**config.mk**
```make
export PLATFORM = sky130hd
export DESIGN_NAME = lsu_controller
export DESIGN_NICKNAME = d
export VERILOG_FILES = /design/src/rtl/lsu_controller_pkg.sv /design/src/rtl/lsu_data_align.sv /design/src/rtl/lsu_controller.sv
export SDC_FILE = /design/constraint.sdc
export NUM_CORES = 1
export LEC_CHECK = 0
export ABC_AREA = 1
export CAP_MARGIN = 0
export CELL_PAD_IN_SITES_DETAIL_PLACEMENT = 1
export CELL_PAD_IN_SITES_GLOBAL_PLACEMENT = 2
export CORE_AREA = 8 8 169 171
export DETAILED_ROUTE_END_ITERATION = 12
export DIE_AREA = 0 0 177 179
export HOLD_SLACK_MARGIN = 0.02
export PLACE_DENSITY_LB_ADDON = 0.1
export SYNTH_ARGS = -nofsm -noshare
export SYNTH_HDL_FRONTEND = slang
export SYNTH_SLANG_ARGS = --single-unit
```
**constraint.sdc**
```tcl
create_clock -name clk -period 4.4 [get_ports clk]
set_input_delay 0.44 -clock clk [delete_from_list [all_inputs] [get_ports clk]]
set_output_delay 0.44 -clock clk [all_outputs]
set_load 0.005 [all_outputs]
```
**src/rtl/lsu_controller_pkg.sv**
```systemverilog
// Shared types and constants for the load/store unit.
// Holds the funct3 encodings, the LSU state enum and the base byte-enable patterns.
package lsu_controller_pkg;

    localparam int REGISTER_WIDTH = 32;
    localparam int BYTE_WIDTH     = 8;

    typedef enum logic [2:0] {
        LOAD_LB  = 3'b000,
        LOAD_LH  = 3'b001,
        LOAD_LW  = 3'b010,
        LOAD_LBU = 3'b100,
        LOAD_LHU = 3'b101
    } FUNC3_LOAD;

    typedef enum logic [2:0] {
        STORE_SB = 3'b000,
        STORE_SH = 3'b001,
        STORE_SW = 3'b010
    } STypeFunct3;

    typedef enum logic [1:0] {
        IDLE,
        ISSUE,
        WAIT_RDATA,
        RESP
    } lsu_state_t;

    localparam logic [3:0] BE_BYTE = 4'b0001;
    localparam logic [3:0] BE_HALF = 4'b0011;
    localparam logic [3:0] BE_WORD = 4'b1111;

endpackage

```
**src/rtl/lsu_data_align.sv**
```systemverilog
// Combinational datapath for the LSU: byte enables, store-lane replication,
// load extraction/extension and misaligned/illegal-funct3 detection.
module lsu_data_align
    import lsu_controller_pkg::*;
(
    input  logic        is_store_i,
    input  logic [2:0]  funct3_i,
    input  logic [1:0]  addr_lo_i,
    input  logic [31:0] wdata_i,
    input  logic [31:0] rdata_i,
    output logic [3:0]  be_o,
    output logic [31:0] wdata_o,
    output logic [31:0] rdata_o,
    output logic        misaligned_o,
    output logic        illegal_o
);

    logic [31:0] lane;

    assign lane = rdata_i >> {addr_lo_i, 3'b000};

    always_comb begin
        be_o         = '0;
        wdata_o      = '0;
        rdata_o      = '0;
        misaligned_o = 1'b0;
        illegal_o    = 1'b0;
        if (is_store_i) begin
            case (funct3_i)
                STORE_SB: begin
                    be_o    = BE_BYTE << addr_lo_i;
                    wdata_o = {4{wdata_i[7:0]}};
                end
                STORE_SH: begin
                    be_o         = BE_HALF << addr_lo_i;
                    wdata_o      = {2{wdata_i[15:0]}};
                    misaligned_o = addr_lo_i[0];
                end
                STORE_SW: begin
                    be_o         = BE_WORD;
                    wdata_o      = wdata_i;
                    misaligned_o = |addr_lo_i;
                end
                default: illegal_o = 1'b1;
            endcase
        end else begin
            case (funct3_i)
                LOAD_LB: begin
                    be_o    = BE_BYTE << addr_lo_i;
                    rdata_o = {{24{lane[7]}}, lane[7:0]};
                end
                LOAD_LBU: begin
                    be_o    = BE_BYTE << addr_lo_i;
                    rdata_o = {24'h0, lane[7:0]};
                end
                LOAD_LH: begin
                    be_o         = BE_HALF << addr_lo_i;
                    rdata_o      = {{16{lane[15]}}, lane[15:0]};
                    misaligned_o = addr_lo_i[0];
                end
                LOAD_LHU: begin
                    be_o         = BE_HALF << addr_lo_i;
                    rdata_o      = {16'h0, lane[15:0]};
                    misaligned_o = addr_lo_i[0];
                end
                LOAD_LW: begin
                    be_o         = BE_WORD;
                    rdata_o      = lane;
                    misaligned_o = |addr_lo_i;
                end
                default: illegal_o = 1'b1;
            endcase
        end
    end

endmodule

```
**src/rtl/lsu_controller.sv**
```systemverilog
// Load/store sequencer: accepts one op at a time, runs a req/gnt/rvalid bus
// transaction and returns a single response with aligned, extended load data.
module lsu_controller
    import lsu_controller_pkg::*;
#(
    parameter int ADDR_WIDTH = 32,
    parameter int DATA_WIDTH = REGISTER_WIDTH
) (
    input  logic                  clk,
    input  logic                  rst_n,
    input  logic                  req_valid_i,
    output logic                  req_ready_o,
    input  logic                  req_is_store_i,
    input  logic [2:0]            req_funct3_i,
    input  logic [ADDR_WIDTH-1:0] req_addr_i,
    input  logic [DATA_WIDTH-1:0] req_wdata_i,
    input  logic [4:0]            req_rd_i,
    output logic                  rsp_valid_o,
    input  logic                  rsp_ready_i,
    output logic [DATA_WIDTH-1:0] rsp_rdata_o,
    output logic [4:0]            rsp_rd_o,
    output logic                  rsp_error_o,
    output logic                  mem_req_o,
    output logic                  mem_we_o,
    output logic [ADDR_WIDTH-1:0] mem_addr_o,
    output logic [3:0]            mem_be_o,
    output logic [DATA_WIDTH-1:0] mem_wdata_o,
    input  logic                  mem_gnt_i,
    input  logic                  mem_rvalid_i,
    input  logic [DATA_WIDTH-1:0] mem_rdata_i
);

    lsu_state_t            state_q, state_d;
    logic                  is_store_q;
    logic [2:0]            funct3_q;
    logic [ADDR_WIDTH-1:0] addr_q;
    logic [DATA_WIDTH-1:0] wdata_q;
    logic [4:0]            rd_q;
    logic [DATA_WIDTH-1:0] rdata_q;
    logic                  err_q;

    logic                  accept;
    logic                  sel_is_store;
    logic [2:0]            sel_funct3;
    logic [1:0]            sel_addr_lo;
    logic [DATA_WIDTH-1:0] sel_wdata;
    logic [3:0]            al_be;
    logic [DATA_WIDTH-1:0] al_wdata;
    logic [DATA_WIDTH-1:0] al_rdata;
    logic                  al_misaligned;
    logic                  al_illegal;

    assign accept = (state_q == IDLE) && req_valid_i;

    // In IDLE the aligner classifies the incoming op; afterwards it works on the captured op.
    assign sel_is_store = (state_q == IDLE) ? req_is_store_i     : is_store_q;
    assign sel_funct3   = (state_q == IDLE) ? req_funct3_i       : funct3_q;
    assign sel_addr_lo  = (state_q == IDLE) ? req_addr_i[1:0]    : addr_q[1:0];
    assign sel_wdata    = (state_q == IDLE) ? req_wdata_i        : wdata_q;

    lsu_data_align u_align (
        .is_store_i   (sel_is_store),
        .funct3_i     (sel_funct3),
        .addr_lo_i    (sel_addr_lo),
        .wdata_i      (sel_wdata),
        .rdata_i      (mem_rdata_i),
        .be_o         (al_be),
        .wdata_o      (al_wdata),
        .rdata_o      (al_rdata),
        .misaligned_o (al_misaligned),
        .illegal_o    (al_illegal)
    );

    always_ff @(posedge clk or negedge rst_n) begin
        if (!rst_n) begin
            state_q <= IDLE;
        end else begin
            state_q <= state_d;
        end
    end

    always_comb begin
        state_d = state_q;
        case (state_q)
            IDLE: begin
                if (req_valid_i) begin
                    state_d = (al_misaligned || al_illegal) ? RESP : ISSUE;
                end
            end
            ISSUE: begin
                if (mem_gnt_i) begin
                    state_d = is_store_q ? RESP : WAIT_RDATA;
                end
            end
            WAIT_RDATA: begin
                if (mem_rvalid_i) begin
                    state_d = RESP;
                end
            end
            RESP: begin
                if (rsp_ready_i) begin
                    state_d = IDLE;
                end
            end
            default: state_d = IDLE;
        endcase
    end

    // Load data is cleared on accept so stores and error responses return zero.
    always_ff @(posedge clk or negedge rst_n) begin
        if (!rst_n) begin
            is_store_q <= 1'b0;
            funct3_q   <= '0;
            addr_q     <= '0;
            wdata_q    <= '0;
            rd_q       <= '0;
            rdata_q    <= '0;
            err_q      <= 1'b0;
        end else if (accept) begin
            is_store_q <= req_is_store_i;
            funct3_q   <= req_funct3_i;
            addr_q     <= req_addr_i;
            wdata_q    <= req_wdata_i;
            rd_q       <= req_rd_i;
            rdata_q    <= '0;
            err_q      <= al_misaligned || al_illegal;
        end else if ((state_q == WAIT_RDATA) && mem_rvalid_i) begin
            rdata_q    <= al_rdata;
        end
    end

    assign req_ready_o = (state_q == IDLE);

    assign mem_req_o   = (state_q == ISSUE);
    assign mem_we_o    = (state_q == ISSUE) && is_store_q;
    assign mem_addr_o  = (state_q == ISSUE) ? {addr_q[ADDR_WIDTH-1:2], 2'b00} : '0;
    assign mem_be_o    = (state_q == ISSUE) ? al_be : '0;
    assign mem_wdata_o = ((state_q == ISSUE) && is_store_q) ? al_wdata : '0;

    assign rsp_valid_o = (state_q == RESP);
    assign rsp_rdata_o = (state_q == RESP) ? rdata_q : '0;
    assign rsp_rd_o    = ((state_q == RESP) && !is_store_q) ? rd_q : '0;
    assign rsp_error_o = (state_q == RESP) && err_q;

endmodule

```
==> results_dict.tcl <==
set metrics [dict create \
    peakVddDrop_v 0.000244 \
    grt_pass1_wl_um 39700 \
    viasPerCell 4.37 \
    fp.dieArea_um2 31700 \
    drt_iter0_markers 253 \
    rsz0062_at_grt "no" \
    switching_share 0.473 \
    clock_latency_ns 0.37 \
    setup_viol 0 \
    rows 59 \
    synth.cell_area_um2 6880 \
    synth.avg_cell_area_um2 7.21 \
    seqPwrFrac 0.272 \
    final_core_utilization 0.370 \
    ios 221 \
    worst_slew_pin_slew_ns 1.10 \
    synth-compound-area-share 0.101 \
    period_share 0.889 \
    numCtsBuffers 9 \
    layout-drive-gt1-share 0.0977 \
    pwr_density_cell_nw_per_um2 636 \
    tns_ns 0 \
    hold_path_class "reg2reg" \
    grt_antenna_before_repair 2 \
    nNetsFinal 1256 \
    grt_overflow 0 \
    postCtsSetupRepairBufs 0 \
    slew_headroom 0.267 \
    synth_area_leaders "dfrtp_1 (39%), nand2_1 (18%), inv_1 (7.7%)" \
    cts_buffer_depth 2 \
    drtAntennaViolNets 0 \
    timing.hold.ws_ns 0.483 \
    initial_core_util 0.267 \
    grtUsageTotal 0.159 \
    internal_power_uw 3200 \
    start_kind "flip-flop" \
    synth_top_area_frac 0.393 \
    grt_max_degree 60 \
    grt_pass1_vias 6973 \
    cts.clk_slew.worst_paths_ns 0.08 \
    fillers 3200 \
    synth-simple-area-share 0.297 \
    synth_top_family_by_area "simple AND/OR/NAND/NOR gates" \
    max_freq_mhz 256 \
    fp.coreArea_um2 25800 \
    p_leak_uw 0.00499 \
    ys_types 33 \
    die_h_um 179 \
    pwr-share-comb 0.591 \
    cap_violations 0 \
    synth_seq_area_share 0.393 \
    avgRoutedWirePerCell_um 16.8 \
    antennaDiodeCount 0 \
    dr.pass1.iters 4 \
    finalMaxSlewViolations 0 \
    via_count 6466 \
    status "finished clean" \
    cts_resized 0 \
    fin_crit_ns 3.91 \
    cp.arrival_ns 3.47 \
    synth_largest_area_cell "dfrtp_1" \
    syn2layout_area_growth_pct 38.6 \
    clock-sinks 108 \
    path_class "reg2out" \
    power_uw 6070 \
    required_ns 3.96 \
    power.switching_uw 2870 \
    synth_warnings 0 \
    wl_um 24800 \
    clock_skew_ns 0.00804 \
    root_buffer "clkbuf_16" \
    clkPwrFrac 0.137 \
    die_w_um 177 \
    drc 0 \
    h-tree-depth 3 \
    port_buffers 218 \
    cts_tree "built" \
    muxShareOfSynthArea 0.0738 \
    critPathMaxFanout 24 \
    hold_viol 0 \
    gp_congestion 0.753 \
    synth_adder_area_share 0.00727 \
    end_kind "primary output" \
    ys_seq_elements 108 \
    dp_hpwl_um 18600 \
    synth_xor_area_frac 0 \
    syn_inst 954 \
]
==> flip-flops by register name, summed over array words and instances (netlist names) <==
signal / cells
addr_q: 32
err_q: 1
funct3_q: 3
is_store_q: 1
rd_q: 5
rdata_q: 32
state_q: 2
wdata_q: 32
==> cells in the mapped netlist, drive strengths merged <==
| cell type | count |
|---|---|
| a21oi | 27 |
| buf | 33 |
| clkbuf | 19 |
| clkinv | 1 |
| conb | 1 |
| dfrtp | 108 |
| ha | 4 |
| inv | 146 |
| mux2 | 38 |
| mux2i | 8 |
| nand2 | 342 |
| nand3 | 46 |
| nand3b | 2 |
| nor2 | 69 |
| nor3 | 8 |
| o21ai | 99 |
| o22ai | 2 |
| or2 | 1 |
==> layout make-up <==
type	count	area (µm²)	area share
Clock buffer	10	229	0.0240
Timing Repair Buffer	227	2250	0.236
Tap cell	335	419	0.0439
Inverter	147	563	0.0590
Sequential cell	108	2700	0.283
Clock inverter	6	57.6	0.00603
Multi-Input combinational cell	648	3320	0.348
==> cells by family (layout without fill, tap and decap cells) <==
kind of cell    Yosys count  count (layout)
simple gates            468             468
buf+inv                 199             390
compound gates          128             128
flops                   108             108
mux                      46              46
fa+ha+maj                 4               4
other cells               1               2
==> power groups by stage <==
| stage | sequential (µW) | combinational [µW] | clock [µW] |
|---|---|---|---|
| 2_1_floorplan | 1610 | 2490 | 0 |
| 3_3_place_gp | 1660 | 3650 | 0 |
| 3_5_place_dp | 1670 | 3670 | 0 |
| 4_1_cts | 1660 | 3690 | 875 |
| 5_1_grt | 1710 | 4090 | 900 |
| 6_report | 1650 | 3590 | 833 |
==> critical path: stages, from the launching register on <==
cell	delay, ns
dfrtp_1	0.43
inv_1	0.11
ha_2	0.47
buf_4	0.37
nand2_1	0.08
o21ai_0	0.23
nand3_4	0.29
inv_4	0.25
nand2_4	0.12
o21ai_0	0.21
clkdlybuf4s50_1	0.53
==> repair_timing <==
item | CTS | global route
endpoints found under the hold margin | 28 | 0
hold buffers | 1 | 0
setup endpoints to repair | 0 | 0
==> final timing paths <==
check                                   startpoint                       to  slack (ns)  depth (start not counted)
hold reg to reg            rdata_q[18]$_DFFE_PN0P_  rdata_q[18]$_DFFE_PN0P_        0.48                          2
min in group asynchronous                    rst_n   wdata_q[0]$_DFFE_PN0P_        0.54                          2
setup reg to reg            state_q[1]$_DFFE_PN0P_  rdata_q[19]$_DFFE_PN0P_        1.35                          9
max in group asynchronous                    rst_n   is_store_q$_DFFE_PN0P_        2.91                          3
hold / removal             rdata_q[18]$_DFFE_PN0P_  rdata_q[18]$_DFFE_PN0P_        0.48                          2
setup / recovery            state_q[1]$_DFFE_PN0P_          mem_wdata_o[21]        0.49                         10
==> per-layer routing <==
layer	up-vias	GRT usage	part of all wire
met2	147	0.244	0.43
met5	-	0	0.0011
met4	4	0.0315	0.0083
met1	3011	0.206	0.47
met3	14	0.0676	0.092
li1	3290	-	-
==> per-stage QoR <==
step | std cells | area (µm²) | setup WS (ns)
2_1_floorplan | 955 | 6890 | 2.22
3_3_place_gp | 1464 | 9240 | 0.912
3_5_place_dp | 1464 | 9240 | 0.834
4_1_cts | 1481 | 9540 | 0.419
5_1_grt | 1481 | 9540 | 0.166
6_report | 1481 | 9540 | 0.488
==> cell usage in the layout (no fill, tap or decap), types with 3 or more instances in the layout <==
cell type,instances
nand3_2,12
o21ai_2,8
ha_1,3
clkbuf_16,9
a21oi_1,26
clkinv_4,3
mux2i_1,8
nand2_4,5
clkdlybuf4s50_1,217
nor3_1,8
inv_1,142
inv_8,3
dfrtp_1,108
nand2_2,9
o21ai_0,87
mux2_2,38
o21ai_1,3
nand3_1,30
nor2_1,67
buf_4,9
nand3_4,4
nand2_1,327
No activity file was read; power rests on OpenSTA's default activity.
